### config.mk
export PLATFORM = sky130hd
export DESIGN_NAME = mem_port_arbiter
export DESIGN_NICKNAME = d
export VERILOG_FILES = /design/src/rtl/mem_arb_pkg.sv /design/src/rtl/mem_arb_rr2.sv /design/src/rtl/mem_port_arbiter.sv
export SDC_FILE = /design/constraint.sdc
export NUM_CORES = 1
export LEC_CHECK = 0
export CAP_MARGIN = 0
export CELL_PAD_IN_SITES_DETAIL_PLACEMENT = 0
export CELL_PAD_IN_SITES_GLOBAL_PLACEMENT = 1
export CORE_MARGIN = 8
export CORE_UTILIZATION = 31
export CTS_CLUSTER_SIZE = 10
export DETAILED_ROUTE_END_ITERATION = 10
export PLACE_DENSITY = 0.87
export SYNTH_ARGS = -nofsm -noshare
export SYNTH_HDL_FRONTEND = slang
export SYNTH_SLANG_ARGS = --single-unit
### constraint.sdc
create_clock -name clock -period 3.2 [get_ports clock]
set_input_delay 0.64 -clock clock [delete_from_list [all_inputs] [get_ports clock]]
set_output_delay 0.64 -clock clock [all_outputs]
set_load 0.02 [all_outputs]
### src/rtl/mem_arb_pkg.sv
`default_nettype none
// ----------------------------------------------------------------------------
// mem_arb_pkg -- shared state and requester-ID types for mem_port_arbiter
// Rev 1.0
// ----------------------------------------------------------------------------
package mem_arb_pkg;

  localparam int ADDR_W = 20;
  localparam int DATA_W = 8;

  typedef enum logic [1:0] {
    IDLE    = 2'd0,
    ISSUE   = 2'd1,
    WAIT    = 2'd2,
    REFRESH = 2'd3
  } arb_state_t;

  typedef enum logic [1:0] {
    DL   = 2'd0,
    CPU  = 2'd1,
    VID  = 2'd2,
    RFSH = 2'd3
  } req_id_t;

endpackage
`default_nettype wire

### src/rtl/mem_arb_rr2.sv
`default_nettype none
// ----------------------------------------------------------------------------
// mem_arb_rr2 -- two-way cpu/video round-robin selector, cpu wins first tie
// Rev 1.0
// ----------------------------------------------------------------------------
module mem_arb_rr2 (
  input  logic clock,
  input  logic reset_n,
  input  logic cpu_req,
  input  logic vid_req,
  input  logic advance,
  output logic grant_cpu,
  output logic grant_vid
);

  logic r_prefer_vid;

  always_comb begin
    grant_cpu = cpu_req && (!vid_req || !r_prefer_vid);
    grant_vid = vid_req && !grant_cpu;
  end

  // advance is raised only when the arbiter actually takes this grant
  always_ff @(posedge clock or negedge reset_n) begin
    if (!reset_n) begin
      r_prefer_vid <= 1'b0;
    end else if (advance) begin
      r_prefer_vid <= grant_cpu;
    end
  end

endmodule
`default_nettype wire

### src/rtl/mem_port_arbiter.sv
`default_nettype none
// ----------------------------------------------------------------------------
// mem_port_arbiter -- single memory port shared by download, cpu and video,
//                     with periodic refresh and access timeout
// Rev 1.0
// ----------------------------------------------------------------------------
module mem_port_arbiter
  import mem_arb_pkg::*;
#(
  parameter int REFRESH_INTERVAL = 780,
  parameter int TIMEOUT          = 255
) (
  input  logic              clock,
  input  logic              reset_n,
  input  logic              dl_req,
  input  logic              cpu_req,
  input  logic              vid_req,
  input  logic [ADDR_W-1:0] dl_addr,
  input  logic [ADDR_W-1:0] cpu_addr,
  input  logic [ADDR_W-1:0] vid_addr,
  input  logic              dl_we,
  input  logic              cpu_we,
  input  logic [DATA_W-1:0] dl_wdata,
  input  logic [DATA_W-1:0] cpu_wdata,
  output logic              dl_ack,
  output logic              cpu_ack,
  output logic              vid_ack,
  output logic [DATA_W-1:0] rdata,
  output logic              mem_req,
  output logic              mem_refresh,
  output logic [ADDR_W-1:0] mem_addr,
  output logic              mem_we,
  output logic [DATA_W-1:0] mem_wdata,
  input  logic              mem_ack,
  input  logic [DATA_W-1:0] mem_rdata,
  output logic              timeout_err
);

  localparam int RCNT_W = (REFRESH_INTERVAL > 1) ? $clog2(REFRESH_INTERVAL) : 1;
  localparam int WCNT_W = (TIMEOUT > 0) ? $clog2(TIMEOUT + 1) : 1;
  localparam logic [RCNT_W-1:0] RCNT_LAST  = RCNT_W'(REFRESH_INTERVAL - 1);
  localparam logic [WCNT_W-1:0] WCNT_LIMIT = WCNT_W'(TIMEOUT);

  arb_state_t        r_state;
  arb_state_t        w_next;
  req_id_t           r_gnt;
  req_id_t           w_sel;
  logic [ADDR_W-1:0] r_addr;
  logic              r_we;
  logic [DATA_W-1:0] r_wdata;
  logic [RCNT_W-1:0] r_rcnt;
  logic [WCNT_W-1:0] r_wcnt;
  logic              r_rfsh_pend;
  logic              r_timeout_err;
  logic              w_grant_cpu;
  logic              w_grant_vid;
  logic              w_rr_adv;
  logic              w_busy;
  logic              w_expired;
  logic              w_done;
  logic              w_wrap;

  mem_arb_rr2 u_rr (
    .clock     (clock),
    .reset_n   (reset_n),
    .cpu_req   (cpu_req),
    .vid_req   (vid_req),
    .advance   (w_rr_adv),
    .grant_cpu (w_grant_cpu),
    .grant_vid (w_grant_vid)
  );

  assign w_busy    = (r_state == WAIT) || (r_state == REFRESH);
  assign w_expired = w_busy && (r_wcnt == WCNT_LIMIT);
  // an ack landing on the limit cycle is a normal completion
  assign w_done    = w_busy && (mem_ack || w_expired);
  assign w_wrap    = (r_rcnt == RCNT_LAST);

  always_ff @(posedge clock or negedge reset_n) begin
    if (!reset_n) begin
      r_state <= IDLE;
    end else begin
      r_state <= w_next;
    end
  end

  always_comb begin
    w_next   = r_state;
    w_sel    = r_gnt;
    w_rr_adv = 1'b0;
    case (r_state)
      IDLE: begin
        if (r_rfsh_pend) begin
          w_next = REFRESH;
          w_sel  = RFSH;
        end else if (dl_req) begin
          w_next = ISSUE;
          w_sel  = DL;
        end else if (w_grant_cpu) begin
          w_next   = ISSUE;
          w_sel    = CPU;
          w_rr_adv = 1'b1;
        end else if (w_grant_vid) begin
          w_next   = ISSUE;
          w_sel    = VID;
          w_rr_adv = 1'b1;
        end
      end
      ISSUE:         w_next = WAIT;
      WAIT, REFRESH: if (w_done) w_next = IDLE;
      default:       w_next = IDLE;
    endcase
  end

  always_comb begin
    dl_ack      = 1'b0;
    cpu_ack     = 1'b0;
    vid_ack     = 1'b0;
    rdata       = '0;
    mem_req     = (r_state == ISSUE);
    mem_we      = (r_state == ISSUE) && r_we;
    mem_refresh = (r_state == REFRESH) && (r_wcnt == '0);
    if ((r_state == WAIT) && w_done) begin
      rdata = mem_ack ? mem_rdata : 8'hFF;
      case (r_gnt)
        DL:      dl_ack  = 1'b1;
        CPU:     cpu_ack = 1'b1;
        VID:     vid_ack = 1'b1;
        default: ;
      endcase
    end
  end

  assign mem_addr    = r_addr;
  assign mem_wdata   = r_wdata;
  assign timeout_err = r_timeout_err;

  always_ff @(posedge clock or negedge reset_n) begin
    if (!reset_n) begin
      r_gnt   <= RFSH;
      r_addr  <= '0;
      r_we    <= 1'b0;
      r_wdata <= '0;
    end else if ((r_state == IDLE) && (w_next != IDLE)) begin
      r_gnt <= w_sel;
      case (w_sel)
        DL: begin
          r_addr  <= dl_addr;
          r_we    <= dl_we;
          r_wdata <= dl_wdata;
        end
        CPU: begin
          r_addr  <= cpu_addr;
          r_we    <= cpu_we;
          r_wdata <= cpu_wdata;
        end
        VID: begin
          r_addr  <= vid_addr;
          r_we    <= 1'b0;
          r_wdata <= '0;
        end
        default: ;
      endcase
    end
  end

  always_ff @(posedge clock or negedge reset_n) begin
    if (!reset_n) begin
      r_rcnt        <= '0;
      r_rfsh_pend   <= 1'b0;
      r_wcnt        <= '0;
      r_timeout_err <= 1'b0;
    end else begin
      r_rcnt <= w_wrap ? '0 : r_rcnt + 1'b1;
      // a wrap while already pending simply leaves the single flag set
      if (w_wrap) begin
        r_rfsh_pend <= 1'b1;
      end else if ((r_state == REFRESH) && w_done) begin
        r_rfsh_pend <= 1'b0;
      end
      r_wcnt <= w_busy ? r_wcnt + 1'b1 : '0;
      if (w_expired && !mem_ack) begin
        r_timeout_err <= 1'b1;
      end
    end
  end

endmodule
`default_nettype wire

==> flow_summary_export.csv <==
group,metric,value,unit
outcome,status,"finished, final reports clean",
cells_and_area,n_antenna_cell,0,
cells_and_area,fillCellCount,930,
power,finalPower,3.768,mW
placement,postPlaceCellArea,4537,um2
critical_path,r2r_cells,7,
sta,setup_viol,0,
synth,synth_seq_area_share,0.4456,
synth,synth-seq-cells,54,
routing,drc_errors,0,
die,io-pin-count,135,
routing,drt-total-wl,8.910,mm
critical_path,crit_arrival,2370,ps
power,cellPowerDensity,810.6,nW/um2
sta,skew,12.36,ps
routing,drtAntennaViolNets,0,
clocking,cts_buffers,5,
critical_path,path_class,"flop to primary output",
synth,yosysTopAreaCellShare,0.4283,
clocking,cts_sinks,54,
routing,dr_total_vias,2744,
routing,dr.pass1.iters,6,
clocking,clockRootBuffer,"clkbuf_8",
die,rows,36,
synth,syn-mean-instance-area,9.831,um2
synth,async_flop_share,1.000,
die,die_area,13220,um2
clocking,cts_tree,"yes",
clocking,path_clk_slew,110,ps
sta,slew_headroom,0.4543,
critical_path,cp_max_fo,11,
clocking,htreeDepth,2,
global_route,grt_overflow,0,
synth,synth-edff-count,0,
min_path,min_path_type,"input pin to asynchronous set/reset pin",
cells_and_area,post-route-util,0.4822,
synth,synth_cells,309,
die,die_w,115.0,um
global_route,antenna_found_initial,0,
sta,layout_worst_path_cycle_share,0.9409,
global_route,grt_max_degree,41,
global_route,grt_first_pass_wirelength,14.30,mm
clocking,clk_latency,310,ps
cells_and_area,drive_gt1_frac,0.1205,
die,initial_utilization,0.3152,
synth,synth_cell_types,46,
cells_and_area,finalNetCount,537,
job,max_cap_violations,0,
global_route,gr-usage-all-layers,0.1348,
synth,ys.flop_type,"dfrtp_1",
die,coreArea,9639,um2
synth,synth_nets,407,
placement,dpl.cell_count,565,
routing,avgViaCountPerCell,4.789,
placement,gp_congestion,0.7486,
clocking,ctsHoldBuffers,0,
routing,wire_per_inst,15.55,um
power,ir_drop,0.0004078,V
sta,fmax,332.1,MHz
sta,fin_crit,3011,ps
routing,dr.first_iter.drc_count,140,
synth,synthTopCellsByArea,"dfrtp_1 (43%), mux2_2 (7.0%), o21ai_0 (5.6%)",
power,p_leak,1.950,nW
cells_and_area,postLayoutCellArea,4648,um2
synth,synth.largest_area_cell,"dfrtp_1",
sta,tightest_slew,811.8,ps
global_route,grt_pass1_vias,2893,
cells_and_area,syn_to_final_growth,53.01,%
clocking,clock_path_buffers,2,
critical_path,crit_required,2560,ps
die,die_h,115.0,um
critical_path,ff2ff_setup_slack,660,ps
critical_path,endpoint_kind,"primary output",
synth,yosys_warnings,0,
synth,synth_area,3038,um2
placement,port_buffers,134,
sta,finalHoldViolCount,0,
sta,drv_slew,0,
cells_and_area,final_cells,573,
placement,dp_hpwl,6.844,mm
critical_path,start_kind,"flop",
clocking,post_cts_buffers,0,
-- timing repair --
item / in CTS / in global routing
gates resized for setup: 0 / 5
endpoints found under the setup margin: 0 / 5
hold endpoints to repair: 0 / 0
-- through the flow --
stage | TNS, ps | hold WS, ps | setup WS, ps
floorplan | 0 | 344.4 | 648.3
global placement | 0 | 455.8 | 208.8
detailed placement | 0 | 465.5 | 159.7
CTS | 0 | 180.4 | 31.47
global route | -2.116 | 182.5 | -1.335
finish | 0 | 177.5 | 189.0
-- flip-flops by register name, indices dropped and copies added, names as in the netlist --
signal and count:
mem_addr 20, mem_wdata 8, r_gnt 2, r_rcnt 10
r_rfsh_pend 1, r_state 2, r_wcnt 8, r_we 1
timeout_err 1, u_rr.r_prefer_vid 1
-- layout by cell type, fill, tap and decap left out, drive strengths merged, types with 2 or more instances in the layout --
cell type,instances
a22o,2
dlymetal6s2s,5
buf,11
inv,7
or4,2
ha,6
nand2b,3
xnor2,5
nor4,5
o31ai,2
and2,2
o21ai,34
a21oi,10
nor2b,3
nor4b,3
clkbuf,6
dfstp,2
clkdlybuf4s50,128
xor2,4
dfrtp,52
a22oi,20
nand4,4
nand2,38
nand3,9
mux2,29
nor3,10
nor2,18
o311a,2
and3,2
or3,4
-- area by class of cell --
type                    count  area [um2]  area share
clock buffers               6       82.58     0.01777
clock inverters             2       16.27    0.003499
inverters                   7       26.28    0.005653
multi-input cells         227        1541      0.3316
flip-flops and latches     54        1354      0.2913
well taps                 133       166.4     0.03580
repair buffers            144        1461      0.3144
-- Yosys cell counts (2+ instances only) --
library cell  count
or4_1             2
xor2_1            4
nor4b_1           3
ha_1              6
and2_1            2
a22oi_1          20
nor2_1           18
a21oi_1          10
mux2_4           10
nor4_1            3
o31ai_1           2
nand2_1          38
o311a_1           2
buf_6             2
mux2_2           19
xnor2_1           5
nand4_1           4
o21ai_0          34
dfstp_2           2
clkbuf_1         15
nor3_1            9
or3_1             4
dfrtp_1          52
buf_2             2
nand3_1           9
inv_1             6
a22o_1            2
and3_1            2
nor2b_1           3
nand2b_1          3
-- cell families after synthesis --
family                   after synthesis  synth area share
AO/OA/AOI/OAI                         78            0.1598
XOR/XNOR                               9           0.02595
adder cells (fa/ha/maj)                6           0.02471
buffers and inverters                 28           0.04695
flip-flops                            54            0.4456
multiplexers                          29            0.1199
AND/OR/NAND/NOR                      105            0.1771
-- layer usage --
metal  vias up  GRT usage  wire [um]
li1       1368          -          -
met1      1295     0.1560       3678
met2        77     0.2346       4520
met3         4    0.04779        654
met4         0    0.02715         57
met5         -          0          0
-- power by group --
part / switching (mW) / internal (mW)
clock: 0.236 / 0.179
combinational: 1.14 / 1.15
sequential: 0.151 / 0.918
-- path summary, 6_finish.rpt --
kind,startpoint,to
setup / recovery,r_wcnt[0],rdata[2]
hold / removal,reset_n,r_rfsh_pend
setup reg to reg,r_state[0],mem_wdata[0]
hold reg to reg,timeout_err,timeout_err
max in group asynchronous,reset_n,mem_addr[11]
min in group clock,timeout_err,timeout_err
-- worst max-delay path: stages (launching register included) --
cell             delay, ps
dfrtp_1                430
ha_1                   250
and4_1                 290
a21oi_1                 90
buf_4                  180
nor3_1                 200
clkdlybuf4s50_1        640
Power figures use the tool's default switching activity.
